**src/rtl/blake_pkg.sv**
```systemverilog
// blake_pkg
//   Shared definitions for the BLAKE-512 round controller: controller state
//   encoding, round/step geometry and the sigma-row reduction helper.
package blake_pkg;

  localparam int NUM_ROUNDS  = 16;  // compression rounds per block
  localparam int G_PER_ROUND = 8;   // 4 column + 4 diagonal G steps
  localparam int SIGMA_ROWS  = 10;  // sigma table repeats every 10 rounds
  localparam int STEP_W      = 7;   // width of the global step index

  typedef enum logic [2:0] {
    ST_IDLE,
    ST_INIT,
    ST_ROUND,
    ST_FINAL,
    ST_DONE
  } state_e;

  // Rounds never exceed 15, so a single compare/subtract is a complete mod 10.
  function automatic logic [3:0] sigma_row_of(input logic [3:0] rnd);
    return (rnd >= 4'(SIGMA_ROWS)) ? rnd - 4'(SIGMA_ROWS) : rnd;
  endfunction

endpackage

```
**src/rtl/blake_step_counter.sv**
```systemverilog
// blake_step_counter
//   Global G-step counter for one compression.
//   clk    : clock, rising edge
//   rstb   : asynchronous active-low reset, counter -> 0
//   en     : advance by one step this cycle
//   clr    : synchronous clear (wins over en)
//   step_o : current step index
//   wrap_o : high while the counter sits on the last step
module blake_step_counter
  import blake_pkg::*;
#(
  parameter int W    = STEP_W,
  parameter int LAST = (1 << STEP_W) - 1
) (
  input  logic         clk,
  input  logic         rstb,
  input  logic         en,
  input  logic         clr,
  output logic [W-1:0] step_o,
  output logic         wrap_o
);

  logic [W-1:0] step_q;
  logic [W-1:0] step_d;

  assign wrap_o = (step_q == W'(LAST));
  assign step_o = step_q;

  always_comb begin
    step_d = step_q;
    if (clr) begin
      step_d = '0;
    end else if (en) begin
      // Explicit wrap so a non-power-of-two LAST still returns to 0.
      step_d = wrap_o ? '0 : step_q + W'(1);
    end
  end

  always_ff @(posedge clk or negedge rstb) begin
    if (!rstb) begin
      step_q <= '0;
    end else begin
      step_q <= step_d;
    end
  end

endmodule

```
**src/rtl/blake_round_ctrl.sv**
```systemverilog
// blake_round_ctrl
//   Sequencer for one BLAKE-512 compression: accepts a block, pulses the
//   datapath through init, 128 G steps (optionally stalled by hold) and
//   finalization, then presents the hash until the consumer takes it.
//   Inputs : clk, rstb (async active-low), blk_valid, hold, hash_ready
//   Outputs: blk_ready, init_en, g_en, fin_en, hash_valid,
//            step_idx[6:0], round_idx[3:0], g_sel[2:0], diag, sigma_row[3:0]
//   All outputs decode from state/step only; g_en is the one exception and
//   follows !hold combinationally while in ROUND.
module blake_round_ctrl
  import blake_pkg::*;
#(
  parameter int NUM_ROUNDS  = blake_pkg::NUM_ROUNDS,
  parameter int G_PER_ROUND = blake_pkg::G_PER_ROUND
) (
  input  logic              clk,
  input  logic              rstb,
  input  logic              blk_valid,
  output logic              blk_ready,
  input  logic              hold,
  output logic              init_en,
  output logic              g_en,
  output logic [STEP_W-1:0] step_idx,
  output logic [3:0]        round_idx,
  output logic [2:0]        g_sel,
  output logic              diag,
  output logic [3:0]        sigma_row,
  output logic              fin_en,
  output logic              hash_valid,
  input  logic              hash_ready
);

  localparam int LAST_STEP = NUM_ROUNDS * G_PER_ROUND - 1;

  state_e            state_q;
  state_e            state_d;
  logic [STEP_W-1:0] step;
  logic              step_wrap;
  logic              in_round;
  logic              step_en;

  assign in_round = (state_q == ST_ROUND);
  assign step_en  = in_round && !hold;

  // Counter is held clear outside ROUND, so step_idx and everything derived
  // from it read 0 in every other state without extra gating.
  blake_step_counter #(
    .W    (STEP_W),
    .LAST (LAST_STEP)
  ) u_step_counter (
    .clk    (clk),
    .rstb   (rstb),
    .en     (step_en),
    .clr    (!in_round),
    .step_o (step),
    .wrap_o (step_wrap)
  );

  always_comb begin
    state_d = state_q;
    unique case (state_q)
      ST_IDLE:  if (blk_valid)              state_d = ST_INIT;
      ST_INIT:                              state_d = ST_ROUND;
      ST_ROUND: if (step_en && step_wrap)   state_d = ST_FINAL;
      ST_FINAL:                             state_d = ST_DONE;
      ST_DONE:  if (hash_ready)             state_d = ST_IDLE;
      default:                              state_d = ST_IDLE;
    endcase
  end

  always_ff @(posedge clk or negedge rstb) begin
    if (!rstb) begin
      state_q <= ST_IDLE;
    end else begin
      state_q <= state_d;
    end
  end

  assign blk_ready  = (state_q == ST_IDLE);
  assign init_en    = (state_q == ST_INIT);
  assign g_en       = step_en;
  assign fin_en     = (state_q == ST_FINAL);
  assign hash_valid = (state_q == ST_DONE);

  assign step_idx  = step;
  assign round_idx = step[6:3];
  assign g_sel     = step[2:0];
  assign diag      = step[2];
  assign sigma_row = sigma_row_of(step[6:3]);

endmodule

```
**config.mk**
```make
export PLATFORM = sky130hd
export DESIGN_NAME = blake_round_ctrl
export DESIGN_NICKNAME = d
export VERILOG_FILES = /design/src/rtl/blake_pkg.sv /design/src/rtl/blake_step_counter.sv /design/src/rtl/blake_round_ctrl.sv
export SDC_FILE = /design/constraint.sdc
export NUM_CORES = 1
export LEC_CHECK = 0
export ABC_CLOCK_PERIOD_IN_PS = 1900
export BUFFER_PORTS_ARGS = -buffer_cell sky130_fd_sc_hd__buf_2
export CORE_MARGIN = 5
export CORE_UTILIZATION = 45
export CTS_BUF_LIST = sky130_fd_sc_hd__clkbuf_4 sky130_fd_sc_hd__clkbuf_8
export DETAILED_ROUTE_END_ITERATION = 16
export GPL_TIMING_DRIVEN = 0
export PLACE_DENSITY = 0.76
export SLEW_MARGIN = 30
export SYNTH_ARGS = -nofsm -noshare
export SYNTH_HDL_FRONTEND = slang
export SYNTH_SLANG_ARGS = --single-unit
export TNS_END_PERCENT = 50
```
**constraint.sdc**
```tcl
create_clock -name clk -period 1.9 [get_ports clk]
set_input_delay 0.285 -clock clk [delete_from_list [all_inputs] [get_ports clk]]
set_output_delay 0.285 -clock clk [all_outputs]
set_load 0.02 [all_outputs]
```
==> metrics.md <==
| Metric | Value |
|---|---|
| Sw Ratio | 0.415 |
| HPWL after detailed placement | 1.08 mm |
| Number of port buffers | 27 |
| Final setup vio count | 0 |
| # nets final | 113 |
| Worst hold path type | input port to register |
| Synth Area in Simple Gates | 0.256 |
| CP cell instances | inv_1 > ha_1 > a21oi_1 > buf_2 |
| Chip Height | 48.5 microns |
| Clock skew | 1.76 ps |
| Post-route DRC | 0 |
| First drt pass iteration count | 4 |
| H-tree depth | 1 |
| Fin. max-slew vios | 0 |
| Initial core utilization | 0.493 |
| Top-count cell post-synth | dfrtp_1 |
| Post-Synth Adder-Cell Area | 0.0564 |
| CTS root buf | clkbuf_4 |
| Crit Path Max Fanout | 8 |
| DRT Wirelength | 1.45 mm |
| Synth top area share | 0.376 |
| Mapped Avg Cell Area | 9.24 sq um |
| Period utilisation layout | 0.892 |
| Hold Startpoint | hold |
| CTS tree | yes |
| Multiplexer share of the synthesized area | 0.0150 |
| Gp weighted congestion | 0.706 |
| Initial drt markers | 5 |
| Synth Register Bits | 10 |
| Hold path cells | 3 |
| CTS buffer count | 3 |
| Worst EP arrival | 1410 ps |
| Main combinational cell family by area after synthesis | simple AND/OR/NAND/NOR gates |
| Fin crit period | 1690 ps |
| Via count | 605 |
| Reg2reg setup slack | 300 ps |
| Width of the die | 48.5 microns |
| Synth async-reset ratio | 1.00 |
| Internal | 0.427 mW |
| Setup bufs post-CTS | 0 |
| Power Density | 856 nW/um^2 |
| Setup TNS | 0 ps |
| Clock transition at path regs | 60 ps |
| Number of global-route vias before repair | 524 |
| FF-to-FF End | u_step_counter.step_o[4] |
| Worst setup EP type | primary output |
| Clock Sinks | 10 |
| Worst path max stage delay | 460 ps |
| Final Hold Fails | 0 |
| Pin count of the biggest net entering global routing | 11 |
| Num ports | 29 |
| Worst Path Required | 1620 ps |
| Unrepaired setup endpoints after global routing | false |
| Area fraction in compound gates after synthesis | 0.130 |
| Slowest CP cell | dfrtp_1 |
| Share of layout cells above drive strength 1 | 0.466 |
| Worst r2r src | u_step_counter.step_o[0] |
| Unique masters post-synth | 33 |
| Main synth FF type | dfrtp_1 |
| Global-route wire length before repair | 2.31 mm |
| Worst-Margin Slew | 316 ps |
| Overall global routing resource usage | 0.124 |
| Clock buffer depth | 2 |
| Cells after Synth | 72 |
| Synth warn | 0 |
| Area leader, netlist | dfrtp_1 |
| Sequential share of power | 0.420 |
| Gate power share | 0.385 |
| Rows | 13 |
| Clk_lat worst skew | 260 ps |
| Final ANT Viol Nets | 0 |
| F_max | 590 MHz |
| Synthesis-to-finish area growth | 28.2% |
| Mapped cell area | 666 sq um |
| Total gr overflow | 0 |
| Synth Net Count | 80 |
| Seq/Total Area, Yosys | 0.376 |
| R2R depth | 5 |
| VDD IR max | 646 uV |
| Clock power frac | 0.195 |
| Die area | 2350 sq um |
| Initial antenna violation count | 0 |
| Largest cells by area after synthesis | dfrtp_1 38%, buf_4 10%, ha_1 5.6% |
| Hold endpoint | u_step_counter.step_o[0] |
| Cell family with most CP delay | flip-flops |
| XOR/XNOR share of the synthesized area | 0.0263 |
| Setup crit start kind | register |
| Status | completed |
| CP Buf/Inv Count | 2 |
| Total Power | 0.731 mW |
| WL/cell | 12.3 microns |
| Core ar. | 1350 sq um |
| Total of max-cap violations | 0 |
| Avg Vias per Cell | 5.13 |
| Setup CP Type | register to primary output |
| Number of antenna diodes | 0 |
| Number of synthesized flops with an enable pin | 0 |
| Leakage | 0.495 nW |
| Slew margin rel. | 0.786 |
| P_sw | 0.303 mW |
| Top cells by count, synth | 10 x dfrtp_1, 9 x buf_4, 8 x nor2_1, 4 x inv_1 |
sequential cells by signal (all words and copies together), names as in the netlist:
register	cells
u_step_counter.step_o	7
state_q	3
layout by cell type, fill, tap and decap left out, types with 2 or more instances in the layout:
cell type  count
or3_1          2
inv_1          4
nand2b_1       2
buf_4          9
nor2_1         8
nand2_1        3
dfrtp_1        9
buf_2         27
a21oi_1        3
clkbuf_4       3
nor3_1         2
ha_1           3
nand3_1        3
nor3b_1        2
cell families (layout without fill, tap and decap cells):
group | count (synthesis) | after routing
flops | 10 | 10
buf+inv | 14 | 45
simple gates | 30 | 30
xor+xnor | 2 | 2
fa+ha+maj | 3 | 3
compound gates | 12 | 12
mux | 1 | 1
layer usage:
layer	up-vias	share of wire	wire [microns]	global-route usage
li1	302	-	-	-
met1	281	0.46	674	0.161
met2	18	0.45	650	0.170
met3	4	0.072	105	0.0459
met4	0	0.014	21	0.0807
met5	-	0	0	0
timing repair:
item,in CTS,in global routing
gates resized for setup,0,1
hold buffers,1,0
hold endpoints to repair,10,0
setup endpoints to repair,0,1
through the flow:
stage	util	cells	hold WS (ps)	setup WS (ps)	area [sq um]
2_1_floorplan	-	72	-10.6	282	666
3_3_place_gp	0.607	114	156	309	820
3_5_place_dp	0.607	114	158	293	820
4_1_cts	0.631	118	291	134	852
5_1_grt	0.632	118	299	89.4	853
6_report	0.632	118	295	206	853
worst reg2reg max path: cells and delay by family (launching register included):
kind | cells | cell delay, ps
AO/OA/AOI/OAI | 1 | 130
AND/OR/NAND/NOR | 3 | 690
adder cells (fa/ha/maj) | 1 | 270
flip-flops | 1 | 450
power by group through the flow:
stage	Combinational (mW)	Clock, mW	Sequential, mW
finish	0.281	0.143	0.307
global route	0.305	0.156	0.316
CTS	0.285	0.145	0.306
detailed placement	0.281	0	0.308
global placement	0.279	0	0.305
floorplan	0.188	0	0.308
area by class of cell:
cell class | instances | area [sq um]
plain buffers | 10 | 78.8
inverters | 4 | 15.0
clock buffers | 3 | 22.5
fillers | 122 | 497
well taps | 15 | 18.8
multi-input cells | 48 | 322
repair buffers | 28 | 145
flip-flops and latches | 10 | 251
how the worst max path moves through the flow:
stage	end	startpoint	cells past startpoint	slack, ps
after CTS	sigma_row[2]	u_step_counter.step_o[4]	4	130
after global routing	sigma_row[2]	u_step_counter.step_o[4]	4	90
final	sigma_row[2]	u_step_counter.step_o[5]	4	210
after global placement	u_step_counter.step_o[4]	u_step_counter.step_o[4]	5	310
after detailed placement	u_step_counter.step_o[5]	u_step_counter.step_o[4]	5	290
after floorplan	u_step_counter.step_o[5]	u_step_counter.step_o[4]	5	280
(Power assumes the default switching activity.)
